==> config.mk <==
export PLATFORM = sky130hd
export DESIGN_NAME = alu_arbiter
export DESIGN_NICKNAME = d
export VERILOG_FILES = /design/src/rtl/alu_arbiter.sv
export SDC_FILE = /design/constraint.sdc
export NUM_CORES = 1
export LEC_CHECK = 0
export CORE_AREA = 2 2 142 144
export CTS_CLUSTER_SIZE = 10
export DETAILED_ROUTE_END_ITERATION = 8
export DIE_AREA = 0 0 144 146
export PLACE_DENSITY = 0.69
export SLEW_MARGIN = 40
export SYNTH_ARGS = -nofsm -noshare
export SYNTH_HDL_FRONTEND = slang
export SYNTH_SLANG_ARGS = --single-unit
==> constraint.sdc <==
create_clock -name clk -period 3.1 [get_ports clk]
set_clock_uncertainty 0.05 [all_clocks]
set_input_delay 0.465 -clock clk [delete_from_list [all_inputs] [get_ports clk]]
set_output_delay 0.465 -clock clk [all_outputs]
set_load 0.05 [all_outputs]
==> src/rtl/alu_arbiter.sv <==
// Two-requester round-robin front end for a shared combinational ALU.
// It accepts one operation, registers the operands, captures the result and holds it until the consumer takes it.
module alu_arbiter #(
  parameter bit FIRST_GRANT = 1'b0
) (
  input  logic        clk,
  input  logic        rst_n,
  input  logic        req0_valid,
  output logic        req0_ready,
  input  logic [31:0] req0_instr,
  input  logic [31:0] req0_op1,
  input  logic [31:0] req0_op2,
  input  logic        req1_valid,
  output logic        req1_ready,
  input  logic [31:0] req1_instr,
  input  logic [31:0] req1_op1,
  input  logic [31:0] req1_op2,
  output logic [31:0] alu_instr,
  output logic [31:0] alu_op1,
  output logic [31:0] alu_op2,
  input  logic [31:0] alu_res,
  output logic        rsp_valid,
  input  logic        rsp_ready,
  output logic        rsp_id,
  output logic [31:0] rsp_res,
  output logic        busy
);

  typedef enum logic [1:0] {
    IDLE,
    EXEC,
    RESP
  } state_t;

  state_t state;
  state_t state_next;
  logic   last_grant;
  logic   grant_id;
  logic   grant_sel;
  logic   accept;

  always_ff @(posedge clk or negedge rst_n) begin
    if (!rst_n) begin
      state <= IDLE;
    end else begin
      state <= state_next;
    end
  end

  // Under contention, the requester that was not served last is granted.
  // Readies are gated by rst_n so that they drop as soon as reset asserts.
  always_comb begin
    state_next = state;
    req0_ready = 1'b0;
    req1_ready = 1'b0;
    accept     = 1'b0;
    grant_sel  = req0_valid && req1_valid ? ~last_grant : req1_valid;
    case (state)
      IDLE: begin
        if (rst_n && (req0_valid || req1_valid)) begin
          accept     = 1'b1;
          req0_ready = ~grant_sel;
          req1_ready = grant_sel;
          state_next = EXEC;
        end
      end
      EXEC:    state_next = RESP;
      RESP:    if (rsp_valid && rsp_ready) state_next = IDLE;
      default: state_next = IDLE;
    endcase
  end

  assign busy = (state != IDLE);

  always_ff @(posedge clk or negedge rst_n) begin
    if (!rst_n) begin
      alu_instr  <= '0;
      alu_op1    <= '0;
      alu_op2    <= '0;
      grant_id   <= 1'b0;
      last_grant <= ~FIRST_GRANT;
      rsp_valid  <= 1'b0;
      rsp_id     <= 1'b0;
      rsp_res    <= '0;
    end else begin
      if (accept) begin
        alu_instr  <= grant_sel ? req1_instr : req0_instr;
        alu_op1    <= grant_sel ? req1_op1   : req0_op1;
        alu_op2    <= grant_sel ? req1_op2   : req0_op2;
        grant_id   <= grant_sel;
        last_grant <= grant_sel;
      end
      if (state == EXEC) begin
        rsp_res   <= alu_res;
        rsp_id    <= grant_id;
        rsp_valid <= 1'b1;
      end else if (state == RESP && rsp_ready) begin
        rsp_valid <= 1'b0;
      end
    end
  end

endmodule

# Yosys cells after proc, flatten, opt, wreduce, memory -nomap -nowiden
# Cells that the tools add are included.
# totals
latchBits	0
mem_bits_rw	0
reg_bits	134
romBits	0
n_memories	0
inputBits	229
# op_classes
bitwise	2
n_div	0
n_mul	0
mux	15
n_eq_ne	4
n_lt_le_gt_ge	0
addsub	0
reduce_logical	9
shifts	0
# op_table
op	n
$mux 32	3
$mux 1	9
$pmux 2 s3	1
$logic_and 1x1->1	4
$mux 2	2
$ne 2x2->1 const B	2
$reduce_bool 2->1	2
$eq 2x1->1 const B	1
$eq 2x2->1 const B	1
$logic_not 2->1	1
$not 1->1	2
$reduce_and 2->1	1
$logic_or 1x1->1	1

# Depth between registers and ports, before layout
# Gate-level depths: netlist of run 1.
# depth
depth_word	5
ltp_mapped	7

# Least setup slack after synthesis of run 1
# Ideal clock, no wire load.
# synth_timing
path_kind	input port to output port
start	input req0_valid
end	output req0_ready
required_time_ns	2.585
setup_slack_ns	1.029
path_stages	5
path_buffers	3
arrival_ns	1.556
cell_sequence	buf_2 buf_2 buf_1 nand3_1 inv_1
# synth_via
elab_chain_len	5
word_cells_on_any_way	7
cone_classes	mux: 3; bitwise: 1; reduce/logical: 3
# synth_rtl
item	line_no	source
start: declaration	8	input logic req0_valid,
$logic_and 1x1->1	57	grant_sel = req0_valid && req1_valid ? ~last_grant : req1_valid;
$mux 1	57	
$not 1->1	62	req0_ready = ~grant_sel;
$mux 1 *	60	if (rst_n && (req0_valid || req1_valid)) begin
$mux 1 *	58	case (state)
end: declaration	9	output logic req0_ready,
# Mark *: on every way between the ends. The rest lies on a longest branch, timed or not.

# Worst setup path in the final report of run 1
# layout_timing
start	input rst_n
end	output req1_ready
# layout_via
elab_chain_len	3
# layout_rtl
item	line_no	source
start: declaration	7	input logic rst_n,
$logic_and 1x1->1	60	
$mux 1	60	
$mux 1	58	
end: declaration	14	output logic req1_ready,
# No other way between the ends.

==> results of run 1 <==
## path summary, 6_finish.rpt
path / slack [ps] / depth (start not counted) / startpoint / endpoint
min in group asynchronous: 570 / 3 / rst_n / alu_op2[21]
min: 440 / 1 / grant_id / grant_id
max reg2reg: 970 / 4 / state[1] / alu_instr[23]
min reg2reg: 440 / 1 / grant_id / grant_id
max in group asynchronous: 1870 / 4 / rst_n / alu_instr[1]
max: 330 / 5 / rst_n / req1_ready
## synthesized netlist by cell type
cell	number
dfrtp_1	133
nand2_1	99
a221o_1	96
nor3_1	56
nor3_2	40
mux2_2	33
clkbuf_1	26
buf_2	15
buf_6	9
buf_1	6
inv_1	3
a21oi_1	2
buf_4	2
nor2b_1	2
o21a_1	2
a21o_1	1
and2b_1	1
and3_1	1
dfstp_2	1
nand2b_1	1
nand3_1	1
nor3b_2	1
o21ai_1	1
or2_2	1
or3b_1	1
## power by group through the flow
stage | clock network (W) | logic (W) | registers (W)
2_1_floorplan | 0 | 0.00148 | 0.00592
5_1_grt | 0.00237 | 0.00702 | 0.00320
3_5_place_dp | 0 | 0.00679 | 0.00310
4_1_cts | 0.00230 | 0.00681 | 0.00310
3_3_place_gp | 0 | 0.00674 | 0.00310
6_report | 0.00225 | 0.00674 | 0.00309
## area by class of cell
class / instances / area, um^2 / share of cell area
sequential: 134 / 3350 / 0.313
antenna: 1 / 2.50 / 0.000234
multi-input combinational: 339 / 2520 / 0.235
inverter: 3 / 11.3 / 0.00105
clock buffer: 20 / 457 / 0.0426
tap: 265 / 332 / 0.0309
timing repair buffer: 377 / 3840 / 0.359
clock inverter: 11 / 196 / 0.0183
## registers in the layout, indices dropped and copies added (netlist names)
signal and flops:
rsp_res 32, rsp_valid 1, alu_op1 32, rsp_id 1
state 2, alu_op2 32, alu_instr 32, grant_id 1
last_grant 1
## cells in the final DEF, fill, tap and decap left out, drive strengths merged, types with 2 or more instances in the layout
master         count
buf               19
clkinvlp           2
dfrtp            133
o21a               2
nor3              96
a21oi              2
a221o             96
bufinv             5
clkbuf            20
nor2b              2
clkdlybuf4s50    357
mux2              33
nand2             99
clkinv             2
inv                5
## through the flow
stage / util / cells / hold WS (ps) / setup slack, ps / power (W)
final: 0.554 / 1150 / 441 / 326 / 0.0121
after global routing: 0.554 / 1149 / 464 / 258 / 0.0126
after CTS: 0.552 / 1147 / 177 / 578 / 0.0122
after detailed placement: 0.518 / 1116 / 436 / 676 / 0.00989
after global placement: 0.518 / 1116 / 435 / 744 / 0.00984
after floorplan: - / 534 / 119 / 1030 / 0.00740
## cell families (layout without fill, tap and decap cells)
family | after synthesis | in the layout
buffers and inverters | 61 | 411
AO/OA/AOI/OAI | 102 | 102
flip-flops | 134 | 134
AND/OR/NAND/NOR | 204 | 204
multiplexers | 33 | 33
other | 0 | 1
## routing by layer
| layer | global-route usage | wire (um) | share of wire | vias up |
|---|---|---|---|---|
| li1 | - | - | - | 2682 |
| met1 | 0.257 | 8820 | 0.39 | 2791 |
| met2 | 0.340 | 10700 | 0.48 | 278 |
| met3 | 0.0813 | 2410 | 0.11 | 27 |
| met4 | 0.0652 | 411 | 0.018 | 2 |
| met5 | 0 | 14 | 0.00063 | - |
==> flow_metrics.py, run 1 <==
metrics = {
    "yosys": {
        "syn-num-nets": 763,
        "postSynthAreaPerCell_um2": 11.5,
        "yosys.area.top_type": "dfrtp_1",
        "synthAdderAreaFrac": 0,
        "ys_types": 25,
        "synth-xor-area-share": 0,
        "seq_area_frac_synth": 0.544,
        "synth_seq_cells": 134,
        "yosys.area_share.simple": 0.181,
        "ys_top_cells_by_area": "dfrtp_1 54%, a221o_1 16%, nor3_2 6.5%, mux2_2 6.0%, nand2_1 6.0%",
        "syn-cell-area_um2": 6160,
        "synth_top_family_by_area": "simple AND/OR/NAND/NOR gates",
        "synth_mux_area_frac": 0.0603,
        "synth-compound-area-share": 0.162,
        "synthCells": 534,
        "yosys_warnings": 0,
        "netlist.area_leader.share": 0.540,
    },
    "floorplanning": {
        "start_util": 0.319,
        "die_y_um": 146,
        "dieWidth_um": 144,
        "ios": 362,
        "core-area_um2": 19300,
        "rows": 51,
        "die-area_um2": 21000,
    },
    "timing": {
        "finalSetupViolCount": 0,
        "rsz0062_at_grt": "false",
        "hold_viol_final": 0,
        "relSlewSlack": 0.496,
        "fin_crit_ps": 2770,
        "max_freq_ghz": 0.361,
        "worst_pin_slew_ps": 755,
        "tns_ps": 0,
        "drv_slew": 0,
        "period_share": 0.895,
    },
    "clock_tree": {
        "cts_tree": "built",
        "cts_buffers": 17,
        "clkSinkCount": 134,
        "post_cts_resized": 0,
        "clockBufferDepth": 2,
        "h-tree-depth": 4,
        "hold_buffers": 0,
        "clk_pin_slew_worst_paths_ps": 50,
        "root_buffer": "clkbuf_16",
        "cts_setup_buffers": 0,
        "insertion_delay_ps": 410,
    },
    "global_routing": {
        "first_global_vias": 5969,
        "grt_overflow": 0,
        "grtUsageTotal": 0.210,
        "antenna_found_initial": 2,
        "grt_max_degree": 77,
        "grt_pass1_wl_um": 33900,
    },
    "drt": {
        "routed_via_density": 5.03,
        "drcViolationCount": 0,
        "first_pass_iters": 4,
        "initialDrtViolationCount": 257,
        "ant_nets": 0,
        "wire_per_inst_um": 19.5,
        "totalWireLength_um": 22400,
        "vias": 5780,
    },
    "worst_hold_path": {
        "hp-class": "register to register",
    },
    "power": {
        "powerDensity_nw_per_um2": 1130,
        "power_frac_clock": 0.186,
        "pwr-share-comb": 0.558,
        "p_int_w": 0.00656,
        "ir_drop_mv": 0.589,
        "switching_share": 0.457,
        "seqPwrFrac": 0.256,
        "switchingPower_w": 0.00552,
        "p_leak_nw": 4.33,
    },
    "status": {
        "status": "complete, no violations",
    },
    "placement": {
        "gp_congestion": 0.793,
        "port-buffer-count": 361,
        "dp_hpwl_um": 15600,
        "place_area_um2": 10000,
    },
    "setup_path": {
        "crit_path_cell_trace": "dlygate4sd3_1 -> buf_6 -> nor3b_2 -> and3_4 -> buf_12",
        "cp.arrival_ps": 2260,
        "cp_top_family": "buffers and inverters",
        "critPathRequiredTime_ps": 2580,
        "path_buf_inv": 3,
        "cp_max_fo": 31,
        "path_class": "input pin to output port",
        "startpoint_type": "input pin",
        "slowest_stage": "dlygate4sd3_1",
        "endpoint_kind": "output port",
        "critPathMaxStageDelay_ps": 570,
    },
    "layout": {
        "layout-drive-gt1-share": 0.147,
        "nets": 1101,
        "final_area_um2": 10700,
        "fillCellCount": 1705,
        "area_growth_syn_to_layout_pct": 73.8,
    },
    "run": {
        "drv_cap": 0,
    },
}
Power figures use the tool's default switching activity.
==> run 2: changes to the inputs <==
--- a/config.mk
+++ b/config.mk
@@ -6,10 +6,10 @@
 export NUM_CORES = 1
 export LEC_CHECK = 0
 export CORE_AREA = 2 2 142 144
-export CTS_CLUSTER_SIZE = 10
+export CTS_CLUSTER_SIZE = 28
 export DETAILED_ROUTE_END_ITERATION = 8
 export DIE_AREA = 0 0 144 146
-export PLACE_DENSITY = 0.69
+export PLACE_DENSITY = 0.72
 export SLEW_MARGIN = 40
 export SYNTH_ARGS = -nofsm -noshare
 export SYNTH_HDL_FRONTEND = slang
==> constraint.sdc (replaced) <==
create_clock -name clk -period 2.4 [get_ports clk]
set_clock_uncertainty 0.05 [all_clocks]
set_input_delay 0.36 -clock clk [delete_from_list [all_inputs] [get_ports clk]]
set_output_delay 0.36 -clock clk [all_outputs]
set_load 0.05 [all_outputs]
==> flow_metrics.py, run 2 (synthesis gave the netlist of run 1 again) <==
metrics = {
    "timing": {
        "finalSetupViolCount": 0,
        "setup_ws_ps": 102,
        "period_share": 0.957,
        "tns_ps": 0,
        "max_freq_ghz": 0.435,
        "whs_ps": 6.16,
        "hold_viol_final": 0,
        "drv_slew": 0,
        "relSlewSlack": 0.564,
        "worst_pin_slew_ps": 654,
        "rsz0062_at_grt": "false",
        "fin_crit_ps": 2300,
    },
    "setup_path": {
        "endpoint_kind": "output port",
        "path_class": "register to output port",
        "timing.rr.start": "state[1]",
        "startpoint_type": "register",
        "cp.arrival_ps": 1890,
        "crit_path_start": "state[1]",
        "cp_max_fo": 7,
        "critPathRequiredTime_ps": 1990,
    },
    "layout": {
        "antennaDiodeCount": 0,
        "final_cells": 1149,
        "layout_common_cells": "357 x clkdlybuf4s50_1, 133 x dfrtp_1, 99 x nand2_1",
        "layout-drive-gt1-share": 0.146,
        "nets": 1100,
        "area_growth_syn_to_layout_pct": 72.5,
        "fillCellCount": 1660,
        "layout_commonest_cell": "clkdlybuf4s50_1",
    },
    "drt": {
        "drcViolationCount": 0,
        "routed_via_density": 5.06,
        "ant_nets": 0,
        "wire_per_inst_um": 18.6,
        "first_pass_iters": 4,
        "vias": 5818,
        "initialDrtViolationCount": 214,
        "totalWireLength_um": 21400,
    },
    "global_routing": {
        "first_global_vias": 5931,
        "grtUsageTotal": 0.199,
        "grtUsageMet1": 0.234,
        "grt_pass1_wl_um": 32600,
        "busiest_layer": "met2",
        "grt_overflow": 0,
        "grt_max_degree": 76,
        "use_met3": 0.0628,
        "antenna_found_initial": 0,
        "met2_usage": 0.340,
    },
    "power": {
        "ir_drop_mv": 0.840,
        "powerDensity_nw_per_um2": 1440,
        "total_power_w": 0.0153,
        "p_leak_nw": 4.29,
    },
    "clock_tree": {
        "clk_pin_slew_worst_paths_ps": 60,
        "clkSinkCount": 134,
        "cts_setup_buffers": 0,
        "cts_buffers": 17,
        "clockBufferDepth": 2,
        "hold_buffers": 1,
        "post_cts_resized": 0,
        "h-tree-depth": 4,
        "insertion_delay_ps": 400,
        "root_buffer": "clkbuf_16",
        "cts_tree": "built",
    },
    "floorplanning": {
        "rows": 51,
        "ios": 362,
        "dieWidth_um": 144,
        "die_y_um": 146,
        "core-area_um2": 19300,
        "start_util": 0.319,
        "die-area_um2": 21000,
    },
    "run": {
        "drv_cap": 0,
    },
    "worst_hold_path": {
        "hp-class": "input pin to asynchronous set/reset pin",
    },
    "placement": {
        "port-buffer-count": 361,
        "pre_cts_ws_ps": 320,
        "dp.cells": 1116,
        "dp_hpwl_um": 14900,
        "gp_congestion": 0.798,
    },
    "status": {
        "status": "complete, no violations",
    },
}
run 2: cell count changes in the layout (fill, tap and decap cells not counted), sizes merged:
cell and delta:
buf -1, clkbuf +1, clkinvlp +1, diode -1, clkinv +2, bufinv -3
run 2: metal layers:
metal / routed length, um / vias to the layer above
met1: 8580 / 2846
li1: - / 2681
met2: 10500 / 267
met5: 0 / -
met4: 392 / 0
met3: 1930 / 24
run 2: per-stage QoR:
stage / cell area [um^2] / util
3_5_place_dp: 10000 / 0.519
2_1_floorplan: 6160 / -
5_1_grt: 10600 / 0.550
4_1_cts: 10600 / 0.550
6_report: 10600 / 0.550
3_3_place_gp: 10000 / 0.519
run 2: area by class of cell:
class	instances	area [um^2]	area share
inverter	3	11.3	0.00106
multi-input combinational	339	2520	0.237
timing repair buffer	376	3840	0.361
clock inverter	11	124	0.0116
tap	265	332	0.0312
clock buffer	21	460	0.0433
sequential	134	3350	0.315
run 2: worst paths after layout:
kind | endpoint | slack (ps) | depth (start not counted)
setup / recovery | busy | 100 | 2
hold / removal | alu_op2[12] | 6 | 2
setup reg to reg | alu_instr[19] | 530 | 4
hold reg to reg | rsp_res[10] | 460 | 1
max in group asynchronous | alu_instr[13] | 1010 | 4
min in group clk | rsp_res[10] | 460 | 1
run 2: report_power, final:
| part | internal, W | switching, W |
|---|---|---|
| sequential | 0.00335 | 0.000679 |
| combinational | 0.00322 | 0.00546 |
| clock | 0.00159 | 0.00102 |
run 2: critical path, cell delays in order, from the launching register on:
cell	delay, ps
dfrtp_1	450
or2_2	310
clkdlybuf4s50_1	720
==> run 3: changes to the inputs <==
--- a/config.mk
+++ b/config.mk
@@ -5,10 +5,10 @@
 export SDC_FILE = /design/constraint.sdc
 export NUM_CORES = 1
 export LEC_CHECK = 0
-export CORE_AREA = 2 2 142 144
+export CORE_AREA = 2 2 139 141
 export CTS_CLUSTER_SIZE = 28
 export DETAILED_ROUTE_END_ITERATION = 8
-export DIE_AREA = 0 0 144 146
+export DIE_AREA = 0 0 141 143
 export PLACE_DENSITY = 0.72
 export SLEW_MARGIN = 40
 export SYNTH_ARGS = -nofsm -noshare
==> constraint.sdc (replaced) <==
create_clock -name clk -period 2.5 [get_ports clk]
set_clock_uncertainty 0.05 [all_clocks]
set_input_delay 0.375 -clock clk [delete_from_list [all_inputs] [get_ports clk]]
set_output_delay 0.375 -clock clk [all_outputs]
set_load 0.05 [all_outputs]
==> flow_metrics.py, run 3 (synthesis gave the netlist of run 1 again) <==
metrics = {
    "setup_path": {
        "cp.arrival_ps": 1930,
        "critPathRequiredTime_ps": 2080,
        "endpoint_kind": "output port",
        "cp_max_fo": 22,
        "startpoint_type": "register",
        "path_class": "register to output port",
    },
    "global_routing": {
        "grt_pass1_wl_um": 34100,
        "grtUsageTotal": 0.218,
        "grt_overflow": 0,
        "first_global_vias": 6073,
        "grt_max_degree": 133,
        "antenna_found_initial": 0,
    },
    "floorplanning": {
        "die_y_um": 143,
        "ios": 362,
        "start_util": 0.332,
        "core-area_um2": 18600,
        "die-area_um2": 20200,
        "rows": 50,
        "dieWidth_um": 141,
    },
    "power": {
        "total_power_w": 0.0147,
        "powerDensity_nw_per_um2": 1380,
        "p_leak_nw": 4.30,
        "ir_drop_mv": 0.728,
    },
    "drt": {
        "ant_nets": 0,
        "totalWireLength_um": 22300,
        "vias": 5884,
        "wire_per_inst_um": 19.9,
        "first_pass_iters": 4,
        "initialDrtViolationCount": 249,
        "drcViolationCount": 0,
        "routed_via_density": 5.24,
    },
    "status": {
        "status": "complete, no violations",
    },
    "clock_tree": {
        "cts_buffers": 17,
        "hold_buffers": 1,
        "post_cts_resized": 0,
        "cts_setup_buffers": 0,
        "root_buffer": "clkbuf_16",
        "clockBufferDepth": 2,
        "insertion_delay_ps": 400,
        "clk_pin_slew_worst_paths_ps": 60,
        "cts_tree": "built",
        "clkSinkCount": 134,
        "h-tree-depth": 4,
    },
    "timing": {
        "max_freq_ghz": 0.424,
        "tns_ps": 0,
        "fin_crit_ps": 2360,
        "worst_pin_slew_ps": 741,
        "hold_viol_final": 0,
        "drv_slew": 0,
        "whs_ps": 52.4,
        "rsz0062_at_grt": "false",
        "period_share": 0.943,
        "relSlewSlack": 0.506,
        "finalSetupViolCount": 0,
    },
    "layout": {
        "antennaDiodeCount": 0,
        "layout_common_cells": "357 x clkdlybuf4s50_1, 133 x dfrtp_1, 99 x nand2_1",
        "final_area_um2": 10600,
        "final_cells": 1122,
        "layout_commonest_cell": "clkdlybuf4s50_1",
        "layout-drive-gt1-share": 0.149,
        "area_growth_syn_to_layout_pct": 72.6,
        "fillCellCount": 1574,
        "nets": 1104,
    },
    "run": {
        "drv_cap": 0,
    },
    "worst_hold_path": {
        "hp-class": "input pin to asynchronous set/reset pin",
    },
    "placement": {
        "dp.cells": 1089,
        "port-buffer-count": 361,
        "place_area_um2": 10100,
        "dp_hpwl_um": 15500,
        "gp_congestion": 0.777,
    },
}
run 3: cell types whose count changed in the layout (fill, tap and decap cells not counted), sizes merged:
cell,before,now
bufinv,2,1
clkinvlp,3,4
buf,18,22
run 3: cell type report:
type / count / area [um^2] / area share
Clock buffer: 21 / 450 / 0.0423
Clock inverter: 11 / 101 / 0.00952
Inverter: 3 / 11.3 / 0.00106
Multi-Input combinational cell: 339 / 2520 / 0.236
Sequential cell: 134 / 3350 / 0.315
Tap cell: 234 / 293 / 0.0275
Timing Repair Buffer: 380 / 3920 / 0.368
run 3: critical path, cell delays in order, from the launching register on:
cell     delay, ps
dfrtp_1        430
nor3b_2        380
and3_4         510
buf_12         190
run 3: routing by layer:
layer  up-vias  routed length [um]  global-route usage
met4         0                 370              0.0647
met3        23                1760              0.0694
li1       2682                   -                   -
met2       277               10700               0.362
met5         -                   0                   0
met1      2902                9480               0.275
run 3: worst paths after layout:
check                                  from             to  slack [ps]  cells after the start
worst max-delay path               state[0]     req1_ready         140                      3
worst min-delay path                  rst_n    rsp_res[10]          50                      2
worst max register to register     state[1]    alu_op1[18]         590                      4
worst min register to register  rsp_res[23]    rsp_res[23]         460                      1
max in group asynchronous             rst_n  alu_instr[13]        1770                      2
min in group clk                rsp_res[23]    rsp_res[23]         460                      1
run 3: stage by stage:
stage                      util  worst slack, ps
after global placement    0.542              299
after CTS                 0.573             82.9
after detailed placement  0.542              263
after floorplan               -              609
final                     0.573              142
after global routing      0.573             21.0
run 3: report_power, final:
| part | switching (W) | internal (W) | total (W) |
|---|---|---|---|
| combinational | 0.00529 | 0.00315 | 0.00845 |
| sequential | 0.000619 | 0.00322 | 0.00384 |
| clock | 0.000979 | 0.00140 | 0.00238 |
| total | 0.00689 | 0.00777 | 0.0147 |
